**config.mk**
```make
export PLATFORM = sky130hd
export DESIGN_NAME = fsm_state_register
export DESIGN_NICKNAME = d
export VERILOG_FILES = /design/src/rtl/fsm_state_pkg.sv /design/src/rtl/fsm_state_register_dwell.sv /design/src/rtl/fsm_state_register.sv
export SDC_FILE = /design/constraint.sdc
export NUM_CORES = 1
export LEC_CHECK = 0
export ABC_AREA = 1
export CORE_ASPECT_RATIO = 0.8
export CORE_MARGIN = 5
export CORE_UTILIZATION = 49
export DETAILED_ROUTE_END_ITERATION = 8
export PLACE_DENSITY = 0.79
export SLEW_MARGIN = 20
export SYNTH_ARGS = -nofsm -noshare
export SYNTH_HDL_FRONTEND = slang
export SYNTH_HIERARCHICAL = 1
export SYNTH_SLANG_ARGS = --single-unit
```
**constraint.sdc**
```tcl
create_clock -name Clk -period 2.4 [get_ports Clk]
set_clock_uncertainty 0.2 [all_clocks]
set_input_delay 0.6 -clock Clk [delete_from_list [all_inputs] [get_ports Clk]]
set_output_delay 0.6 -clock Clk [all_outputs]
set_load 0.01 [all_outputs]
```
**src/rtl/fsm_state_pkg.sv**
```systemverilog
// Shared defaults and lock-controller state encodings for the FSM state register.
package fsm_state_pkg;

    localparam int unsigned STATE_W_DEF = 4;
    localparam int unsigned CNT_W_DEF   = 16;

    // Lock controller state encodings; LOCKED doubles as the reset and fall-back state.
    localparam logic [3:0] IDLE     = 4'h0;
    localparam logic [3:0] ARMING   = 4'h1;
    localparam logic [3:0] ACQUIRE  = 4'h2;
    localparam logic [3:0] TRACK    = 4'h3;
    localparam logic [3:0] HOLDOVER = 4'h4;
    localparam logic [3:0] RELOCK   = 4'h5;
    localparam logic [3:0] LOCKED   = 4'hF;

    function automatic logic state_is_legal(input int unsigned code, input int unsigned num_states);
        return code < num_states;
    endfunction

endpackage

```
**src/rtl/fsm_state_register_dwell.sv**
```systemverilog
// Saturating dwell counter with synchronous reset, synchronous clear and count enable.
module dwell_counter
    import fsm_state_pkg::*;
#(
    parameter int unsigned CNT_W = CNT_W_DEF
) (
    input  logic             clk_i,
    input  logic             rst_i,
    input  logic             clr_i,
    input  logic             inc_i,
    output logic [CNT_W-1:0] count_o
);

    localparam logic [CNT_W-1:0] CNT_MAX = '1;

    logic [CNT_W-1:0] count_q;
    logic [CNT_W-1:0] count_d;

    // Clear wins over increment; the counter sticks at all-ones.
    always_comb begin
        count_d = count_q;
        if (clr_i) begin
            count_d = '0;
        end else if (inc_i && (count_q != CNT_MAX)) begin
            count_d = count_q + CNT_W'(1);
        end
    end

    always_ff @(posedge clk_i) begin
        if (rst_i) begin
            count_q <= '0;
        end else begin
            count_q <= count_d;
        end
    end

    assign count_o = count_q;

endmodule

```
**src/rtl/fsm_state_register.sv**
```systemverilog
// FSM state register with previous-state tracking, change pulse, dwell counter and timeout fall-back.
// Optional illegal-encoding trap enabled by defining ILLEGAL_STATE_TRAP_EN.
module fsm_state_register
    import fsm_state_pkg::*;
#(
    parameter int unsigned         STATE_W        = STATE_W_DEF,
    parameter logic [STATE_W-1:0]  RESET_STATE    = STATE_W'(LOCKED),
    parameter logic [STATE_W-1:0]  TIMEOUT_STATE  = STATE_W'(LOCKED),
    parameter int unsigned         TIMEOUT_CYCLES = 0,
    parameter int unsigned         CNT_W          = CNT_W_DEF,
    parameter int unsigned         NUM_STATES     = 16
) (
    input  logic               Clk,
    input  logic               Reset,
    input  logic               Enable,
    input  logic [STATE_W-1:0] Next_State,
    output logic [STATE_W-1:0] Present_State,
    output logic [STATE_W-1:0] Previous_State,
    output logic               State_Changed,
    output logic [CNT_W-1:0]   Dwell_Count,
    output logic               Timeout,
    output logic               Illegal_State
);

    localparam bit               TO_EN   = (TIMEOUT_CYCLES != 0);
    localparam logic [CNT_W-1:0] TO_LAST = CNT_W'(TO_EN ? TIMEOUT_CYCLES - 1 : 0);

    // Elaboration-time parameter sanity checks.
    if (NUM_STATES == 0 || 64'(NUM_STATES) > (64'(1) << STATE_W)) begin : g_bad_num_states
        $error("fsm_state_register: NUM_STATES out of range");
    end
    if (64'(TIMEOUT_CYCLES) > ((64'(1) << CNT_W) - 64'(1))) begin : g_bad_timeout
        $error("fsm_state_register: TIMEOUT_CYCLES exceeds dwell counter range");
    end

    logic [STATE_W-1:0] state_q,   state_d;
    logic [STATE_W-1:0] prev_q,    prev_d;
    logic               changed_q, changed_d;
    logic               timeout_q, timeout_d;
    logic               illegal_d;
    logic               cnt_clr_c;
    logic               cnt_inc_c;
    logic [CNT_W-1:0]   dwell_c;
    logic               timeout_hit_c;

    dwell_counter #(
        .CNT_W (CNT_W)
    ) u_dwell (
        .clk_i   (Clk),
        .rst_i   (Reset),
        .clr_i   (cnt_clr_c),
        .inc_i   (cnt_inc_c),
        .count_o (dwell_c)
    );

    assign timeout_hit_c = TO_EN && (dwell_c == TO_LAST) && (state_q != TIMEOUT_STATE);

    // Next-state selection: illegal trap, requested transition, forced timeout, dwell.
    always_comb begin
        state_d   = state_q;
        prev_d    = prev_q;
        changed_d = 1'b0;
        timeout_d = 1'b0;
        illegal_d = 1'b0;
        cnt_clr_c = 1'b0;
        cnt_inc_c = 1'b0;
        if (Enable) begin
`ifdef ILLEGAL_STATE_TRAP_EN
            if (!state_is_legal(32'(Next_State), NUM_STATES)) begin
                state_d   = RESET_STATE;
                prev_d    = state_q;
                changed_d = (state_q != RESET_STATE);
                illegal_d = 1'b1;
                cnt_clr_c = 1'b1;
            end else
`endif
            if (Next_State != state_q) begin
                state_d   = Next_State;
                prev_d    = state_q;
                changed_d = 1'b1;
                cnt_clr_c = 1'b1;
            end else if (timeout_hit_c) begin
                state_d   = TIMEOUT_STATE;
                prev_d    = state_q;
                changed_d = 1'b1;
                timeout_d = 1'b1;
                cnt_clr_c = 1'b1;
            end else begin
                cnt_inc_c = 1'b1;
            end
        end
    end

    always_ff @(posedge Clk) begin
        if (Reset) begin
            state_q   <= RESET_STATE;
            prev_q    <= RESET_STATE;
            changed_q <= 1'b0;
            timeout_q <= 1'b0;
        end else begin
            state_q   <= state_d;
            prev_q    <= prev_d;
            changed_q <= changed_d;
            timeout_q <= timeout_d;
        end
    end

`ifdef ILLEGAL_STATE_TRAP_EN
    logic illegal_q;

    always_ff @(posedge Clk) begin
        if (Reset) begin
            illegal_q <= 1'b0;
        end else begin
            illegal_q <= illegal_d;
        end
    end

    assign Illegal_State = illegal_q;
`else
    logic unused_illegal;

    assign unused_illegal = illegal_d;
    assign Illegal_State  = 1'b0;
`endif

    assign Present_State  = state_q;
    assign Previous_State = prev_q;
    assign State_Changed  = changed_q;
    assign Dwell_Count    = dwell_c;
    assign Timeout        = timeout_q;

endmodule

```
# After elaboration in Yosys (flattened, before gate mapping)
# Index checks and enable logic that the tools add are counted.
# W data, S select, Z words.
[classes]
addsub = 1
eq_ne = 2
n_reduce_logical = 3
mux = 4
[op_table]
columns = ["operator", "count"]
rows = [
  ["$add A16 B1 Y16 const B", 1],
  ["$ne A16 B16 Y1 const B", 1],
  ["$mux W1", 4],
  ["$ne A4 B4 Y1", 1],
  ["$reduce_and A2 Y1", 1],
  ["$reduce_or A2 Y1", 1],
  ["$logic_and A1 B1 Y1", 1],
]
[word_totals]
elab_cells = 14
input_bits = 7
reg_bits = 25

# Depth between registers and ports, before layout
# Gate-level depths: netlist (run 1).
[logic_depth]
ltp_word = 4
mapped_depth = 13

# Modules after synthesis
# The synthesis (run 1) kept the hierarchy.
[modules_own_cells]
columns = ["mod", "cells_per_inst", "seq_area_each_um2", "n_inst", "area_each_um2"]
rows = [
  ["dwell_counter", 156, 320.3, 1, 1004.7],
  ["fsm_state_register", 61, 180.2, 1, 437.9],
]

# Least setup slack after synthesis (run 1)
# OpenSTA, ideal clock, no wires.
[synth_path]
path_type = "input port to flip-flop"
startpoint = "input Next_State[2]"
endpoint = "register u_dwell.count_q[14], in the netlist u_dwell/count_o[14]"
cell_stages = 13
setup_time_ps = 115
arrival_ps = 1795
path_buffers = 0
slack_ps = 290
cell_sequence = "inv_1 -> nand2_1 -> nand2_1 -> nor2_1 -> nand2_2 -> nor2_1 -> inv_2 -> nor2_1 -> nand2_1 -> nor2_1 -> nand3_1 -> nand2_1 -> nor2_1"
[synth_between]
elab_chain_cells = 4
elab_cells_between_ends = 7
cone_classes = "1 x eq/ne; 4 x mux; 2 x reduce/logical"
[synth_rtl]
columns = ["item", "line_no", "source"]
rows = [
  ["from (decl)", "fsm_state_register.sv:16", "input logic [STATE_W-1:0] Next_State,"],
  ["$ne A4 B4 Y1", "fsm_state_register.sv:77", "if (Next_State != state_q) begin"],
  ["$mux W1", "fsm_state_register.sv:77", ""],
  ["$mux W1", "fsm_state_register.sv:67", "if (Enable) begin"],
  ["net cnt_inc_c", "fsm_state_register.sv:42", "logic cnt_inc_c;"],
  ["$logic_and A1 B1 Y1", "fsm_state_register_dwell.sv:24", "end else if (inc_i && (count_q != CNT_MAX)) begin"],
  ["to (signal assigned)", "fsm_state_register_dwell.sv:33", "count_q <= count_d;"],
  ["to (decl)", "fsm_state_register_dwell.sv:16", "logic [CNT_W-1:0] count_q;"],
]
# The timed path passes the listed nets, and every way through them passes these cells.
# A chain may end at the register's enable or synchronous reset.

# Final worst setup path (run 1)
[layout_path]
startpoint = "input Next_State[3]"
endpoint = "register u_dwell.count_q[13], in the netlist u_dwell/count_o[13]"
# Same word-level chain as after synthesis.

==> results of run 1 <==
worst min path at each step:
| stage | endpoint | cells after the start | startpoint |
|---|---|---|---|
| final | Previous_State[2]$_SDFFE_PP1P_ | 2 | Previous_State[2]$_SDFFE_PP1P_ |
| after CTS | Previous_State[1]$_SDFFE_PP1P_ | 2 | Previous_State[1]$_SDFFE_PP1P_ |
| after detailed placement | Previous_State[1]$_SDFFE_PP1P_ | 2 | Previous_State[1]$_SDFFE_PP1P_ |
| after global routing | Previous_State[3]$_SDFFE_PP1P_ | 2 | Previous_State[3]$_SDFFE_PP1P_ |
| after global placement | Previous_State[1]$_SDFFE_PP1P_ | 2 | Previous_State[1]$_SDFFE_PP1P_ |
| after floorplan | Previous_State[0]$_SDFFE_PP1P_ | 2 | Previous_State[0]$_SDFFE_PP1P_ |
cell type report:
class / count / share of cell area (%)
Sequential cell: 25 / 26.0
Clock buffer: 3 / 2.15
Timing Repair Buffer: 42 / 21.1
Inverter: 26 / 5.07
Tap cell: 38 / 2.47
Clock inverter: 1 / 0.260
Multi-Input combinational cell: 162 / 42.9
where the power goes:
part | total [mW] | leakage, nW | internal [mW] | switching, mW
Clock | 0.246 | 0.0255 | 0.116 | 0.130
Sequential | 0.433 | 0.203 | 0.425 | 0.00811
Combinational | 0.111 | 0.625 | 0.0591 | 0.0520
Total | 0.791 | 0.854 | 0.600 | 0.190
kinds of logic (layout without fill, tap and decap cells):
logic type | Yosys count | in the layout
and+or+nand+nor | 146 | 146
buffers and inverters | 31 | 72
DFF | 25 | 25
AOI/OAI and AO/OA | 9 | 9
muxes | 4 | 4
adders and majority gates | 1 | 1
other | 1 | 2
worst register-to-register path, stage by stage (launching register included):
cell	delay [ps]
dfxtp_1	400
inv_1	60
nand2_1	50
nand2_1	50
nor2_1	150
nand2_2	70
nor2_2	110
buf_4	150
nand3_2	150
nor2_2	160
nand3_1	100
nand2_1	70
nor2_1	40
flip-flops by register name, summed over array words and instances (netlist names):
signal and cells:
Present_State 4, Previous_State 4, State_Changed 1, u_dwell/count_o 16
Yosys cell counts (all sizes together):
cell type   n  area, um2
nand2      66        275
nor2       54        264
inv        26       97.6
dfxtp      25        500
nand3      21        105
a21oi       7       35.0
buf         5       48.8
mux2i       4       40.0
nand4       2       27.5
o21ai       2       10.0
and2        1       7.51
and3        1       7.51
conb        1       3.75
ha          1       12.5
nand3b      1       7.51
layer usage:
layer	share of wire [%]	GRT usage [%]	vias to the layer above
met4	0.51	3.75	0
met2	45	29.7	37
met5	0	0	-
met1	47	22.0	645
li1	-	-	747
met3	7.4	4.61	2
stage by stage:
stage | setup TNS, ps | utilization, % | setup slack, ps | cell area (um2) | power [mW]
3_5_place_dp | -2560 | 66.4 | -259 | 1850 | 0.554
6_report | 0 | 69.0 | 119 | 1920 | 0.791
2_1_floorplan | 0 | - | 290 | 1450 | 0.501
5_1_grt | -35.2 | 69.0 | -15.4 | 1920 | 0.826
4_1_cts | 0 | 68.1 | 25.2 | 1900 | 0.801
3_3_place_gp | -1590 | 66.4 | -169 | 1850 | 0.552
timing repair:
action | 4_1_cts | 5_1_grt
resized for setup | 0 | 9
endpoints found under the setup margin | 0 | 13
hold buffers | 0 | 0
==> summary.txt, run 1 <==
Setup path
  – CP Cell Sequence: clkdlybuf4s50_1 -> nand2_1 -> inv_1 -> nor2_1 -> nor2_1 -> nand2_2 -> nor2_2 -> buf_4 -> nand3_2 -> nor2_2 -> nand3_1 -> nand2_1 -> nor2_1
  – R2r worst-path depth: 12
  – Worst path top cell family by delay: simple AND/OR/NAND/NOR gates
  – Critical Path Sink: u_dwell/count_o[13]$_SDFFE_PP0P_
  – Reg2Reg Launch Point: Present_State[2]$_SDFFE_PP1P_
  – Crit path largest cell delay: 510 ps
  – CP required: around 2400 ps
  – Worst path depth: 13
  – Worst Setup End Kind: register
  – Max stage delay cell, worst path: clkdlybuf4s50_1
  – Crit path top cell by count: nor2_1
  – CP bufs+invs: 3
  – Critical path data arrival time: ~2300 ps
  – Worst R2R End: u_dwell/count_o[13]$_SDFFE_PP0P_
  – Crit Path Class: input port to register
  – Startpoint Class: input port
  – Beginning of the critical path: Next_State[3]
  – R2r setup slk: 560 ps
  – Crit-path max FO: 3

Finish
  – Layout Area Growth over Synthesis: 33.3%
  – Layout cell share with drive strength beyond 1: 16.2%
  – Ant diodes: 0
  – Final Instance Count excl. Fillers: around 300
  – Commonest cells after routing, fill and taps aside: 61 x nand2_1, 37 x nor2_1, 31 x clkdlybuf4s50_1
  – Fill cells: around 250
  – Commonest non-fill, non-tap cell in the layout: nand2_1
  – Seq. cell area: 500 um2
  – Nets@finish: 268
  – Multi-input logic area: approximately 830 um2

Placed design
  – Post-DP HPWL: 2610 um
  – Final RePlAce weighted congestion: between 0.8 and 0.9
  – IO buf count: 31
  – Placed insts: approximately 290

Route
  – DRT antenna net count: 0
  – DRC errors left: 0
  – Iter 0 DRT Violations: 73
  – Mean number of vias per cell: between 4 and 5
  – Drt first pass iters: 4
  – Post-Route WL: between 3000 and 4000 um
  – Post-detailed-route wirelength per cell: about 11 um
  – Vias post-DR: between 1k and 1.5k

STA
  – Slew Limit Fails: 0
  – Final worst path period share: a little over nine tenths
  – Hold Slack: 260 ps
  – Final setup violation count: 0
  – RSZ-0062 raised after global routing: true
  – Final Hold Fails: 0
  – Max Freq: approximately 440 MHz
  – Min cycle time layout: ~2300 ps

Die
  – # rows: 17
  – IO Count: 34
  – Core area: around 2800 um2
  – Die area: around 4100 um2
  – Die height: 58.5 um
  – Initial Util: 51.8%
  – Die Span X: 70.7 um

Synthesis
  – XOR/XNOR Fraction of Synth Area: 0%
  – Largest family of logic cells by synthesized area: simple AND/OR/NAND/NOR gates
  – Post-synthesis instance area: 1440 um2
  – Syn avg cell area: ~6.6 um2
  – Yosys cell types: 23
  – #FFs+latches synth: 25
  – Post-synthesis adder-cell area fraction: less than 1%
  – Post-synthesis mux area share: under 10%
  – Mapped Cells: 217
  – Synth Area in Compound Gates: under 10%
  – Yosys warnings: 6
  – Seq/Total Area, Yosys: 34.7%
  – Simple-gate share of the synthesized area: between 40% and 50%

Clock tree
  – CTS H-Tree Depth: 1
  – CTS tree: built
  – Clock sink total: 25
  – CTS Buffer Depth: 2
  – Clk_lat worst skew: between 200 and 300 ps
  – Root buffer cell: clkbuf_8
  – CTS Buf Count: 3
  – CTS clock-pin slew for the worst setup and hold paths: about 90 ps
  – Setup Buffers After CTS: 0

Global route
  – Number of global-route vias before repair: around 1.4k
  – First-pass GRT wire length: 5800 um
  – Largest net degree at the start of global routing: 15
  – Tot GR Track Use: 17.3%
  – Remaining global-route overflow: 0
  – Number of antenna violations at the first check in global routing: 0

Power
  – P_leak: about 0.85 nW
  – PD cells: slightly above 400 nW/um2
  – VDD IR max: about 0.32 mV

Run
  – Max-Cap Viols: 0

Worst hold path
  – Worst Hold Class: register to register

Status
  – Status: finished, final reports clean
(Power assumes the default switching activity.)
==> run 2, diff against run 1 <==
--- a/config.mk
+++ b/config.mk
@@ -11,7 +11,6 @@
 export CORE_UTILIZATION = 49
 export DETAILED_ROUTE_END_ITERATION = 8
 export PLACE_DENSITY = 0.79
-export SLEW_MARGIN = 20
 export SYNTH_ARGS = -nofsm -noshare
 export SYNTH_HDL_FRONTEND = slang
 export SYNTH_HIERARCHICAL = 1
==> results of run 2 <==
No change in the layout: final DEF, timing and power equal those of run 1.
==> run 3, diff against run 2 <==
==> constraint.sdc (replaced) <==
create_clock -name Clk -period 2.19 [get_ports Clk]
set_clock_uncertainty 0.2 [all_clocks]
set_input_delay 0.5475 -clock Clk [delete_from_list [all_inputs] [get_ports Clk]]
set_output_delay 0.5475 -clock Clk [all_outputs]
set_load 0.01 [all_outputs]
==> run 3 against run 2 <==
Via count is 0.35% higher. Total power is 9.1% higher. Critical endpoint is now Dwell_Count[3]. Cell count stayed put. Worst setup slack better by 47 ps. Highest routed layer unchanged. Critical path depth is 12 lower. Die area stayed put. Sequential share of layout area is 0.22 points lower. Count of clock-buffer cells in the layout is 1 higher.
==> summary.txt, run 3 (synthesized netlist as in run 1, its figures left out) <==
Route
  – Drt first pass iters: 4
  – Metal-1 WL: between 1500 and 2000 um
  – Vias post-DR: about 1.4k
  – Post-detailed-route wirelength per cell: ~11 um
  – DRT antenna net count: 0
  – Met2 wire length: around 1600 um
  – Post-Route WL: 3410 um
  – Top sig layer: met4
  – Iter 0 DRT Violations: between 90 and 100
  – Mean number of vias per cell: 4.84
  – Wire length on met3: between 200 and 250 um
  – DRC errors left: 0

Die
  – # rows: 17
  – Core area: 2790 um2
  – Initial Util: 51.8%
  – Die area: between 4000 and 5000 um2
  – IO Count: 34
  – Die Span X: approximately 70 um
  – Die height: 58.5 um

Power
  – P_int: around 0.66 mW
  – Power share of the sequential group: 55.0%
  – P_leak: between 0.8 and 0.9 nW
  – Sw frac: between 20% and 30%
  – Combinational share of power: ~14%
  – VDD IR max: around 0.35 mV
  – Clock power frac: 30.8%
  – Net Switching: 0.203 mW
  – PD cells: 445 nW/um2

Global route
  – Tot GR Track Use: 16.7%
  – Largest net degree at the start of global routing: 15
  – Number of antenna violations at the first check in global routing: 0
  – Remaining global-route overflow: 0
  – First-pass GRT wire length: between 5000 and 6000 um
  – Number of global-route vias before repair: ~1.3k

Setup path
  – Crit path largest cell delay: approximately 580 ps
  – CP required: 1440 ps
  – Worst Setup End Kind: output pin
  – CP bufs+invs: 1
  – Max stage delay cell, worst path: clkdlybuf4s50_1
  – Crit-path max FO: 6
  – Critical path data arrival time: around 1300 ps
  – Worst path top cell family by delay: buffers and inverters
  – Startpoint Class: register
  – Crit Path Class: register to output pin
  – CP Cell Sequence: clkdlybuf4s50_1

Finish
  – Layout Area Growth over Synthesis: 34.4%
  – Ant diodes: 0
  – Multi-input logic area: 833 um2
  – Final Instance Count excl. Fillers: slightly below 300
  – Largest register FFs: 16
  – Commonest non-fill, non-tap cell in the layout: nand2_1
  – Commonest cells after routing, fill and taps aside: 61 x nand2_1, 36 x nor2_1, 27 x clkdlybuf4s50_1
  – Nets@finish: 268
  – Fill cells: around 230
  – Seq. cell area: approximately 500 um2
  – Layout cell share with drive strength beyond 1: 16.2%

STA
  – Final Hold Fails: 0
  – Slew Limit Fails: 0
  – Min cycle time layout: between 2000 and 2500 ps
  – Hold Slack: 260 ps
  – Final worst setup slack: 166 ps
  – Final worst path period share: 92.4%
  – Final setup violation count: 0
  – Setup TNS after final layout: 0 ps
  – Max Freq: slightly below 500 MHz
  – RSZ-0062 raised after global routing: false

Clock tree
  – Hold-fix buffers, CTS: 0
  – Clock sink total: 25
  – CTS tree: built
  – Clk_lat worst skew: about 260 ps
  – CTS Buffer Depth: 2
  – CTS clock-pin slew for the worst setup and hold paths: 80 ps
  – Root buffer cell: clkbuf_8
  – CTS Buf Count: 3
  – CTS H-Tree Depth: 1

Placed design
  – Post-DP HPWL: around 2600 um
  – Placed insts: 293
  – Final RePlAce weighted congestion: roughly 0.84
  – Pre-CTS setup slack: -428 ps
  – IO buf count: 31

Status
  – Status: finished, final reports clean

Run
  – Max-Cap Viols: 0

Worst hold path
  – Worst Hold Class: register to register
==> run 3: path summary, 6_finish.rpt <==
| check | end | cells past startpoint | startpoint | slack [ps] |
|---|---|---|---|---|
| max | Dwell_Count[3] | 1 | u_dwell/count_o[3]$_SDFFE_PP0P_ | 170 |
| min reg2reg | Previous_State[2]$_SDFFE_PP1P_ | 2 | Previous_State[2]$_SDFFE_PP1P_ | 260 |
| min | Previous_State[2]$_SDFFE_PP1P_ | 2 | Previous_State[2]$_SDFFE_PP1P_ | 260 |
| max reg2reg | u_dwell/count_o[3]$_SDFFE_PP0P_ | 13 | Present_State[2]$_SDFFE_PP1P_ | 380 |
==> run 3: what timing repair did <==
| action | 4_1_cts | 5_1_grt |
|---|---|---|
| setup endpoints to repair | 11 | 16 |
| gates resized for setup | 5 | 10 |
| pin swaps | 0 | 1 |
| setup buffers | 0 | 0 |
==> run 3: layer usage <==
layer	GRT usage, %	vias up
li1	-	750
met1	20.9	651
met2	28.7	33
met3	5.46	2
met4	2.95	0
met5	0	-
==> run 3: through the flow <==
step	power (mW)	area [um2]	utilization [%]
3_3_place_gp	0.605	1850	66.4
5_1_grt	0.903	1940	69.6
3_5_place_dp	0.607	1850	66.4
4_1_cts	0.876	1910	68.7
2_1_floorplan	0.549	1450	-
6_report	0.863	1940	69.6
==> run 3: cell type report <==
class                           instances  share of cell area (%)
Clock buffer                            4                    2.32
Sequential cell                        25                    25.8
Timing Repair Buffer                   42                    21.4
Tap cell                               38                    2.45
Multi-Input combinational cell        162                    43.0
Inverter                               26                    5.03
==> run 3: power groups by stage <==
| stage | Clock [mW] | Sequential (mW) | Combinational, mW |
|---|---|---|---|
| 2_1_floorplan | 0 | 0.490 | 0.0583 |
| 3_3_place_gp | 0 | 0.485 | 0.119 |
| 3_5_place_dp | 0 | 0.486 | 0.121 |
| 4_1_cts | 0.278 | 0.475 | 0.122 |
| 5_1_grt | 0.293 | 0.477 | 0.134 |
| 6_report | 0.266 | 0.475 | 0.122 |
==> run 3: tightest hold or removal path, cell delays in order, from the launching register on <==
cell and delay (ps):
dfxtp_1 330, nand2_1 50, nand3_1 50
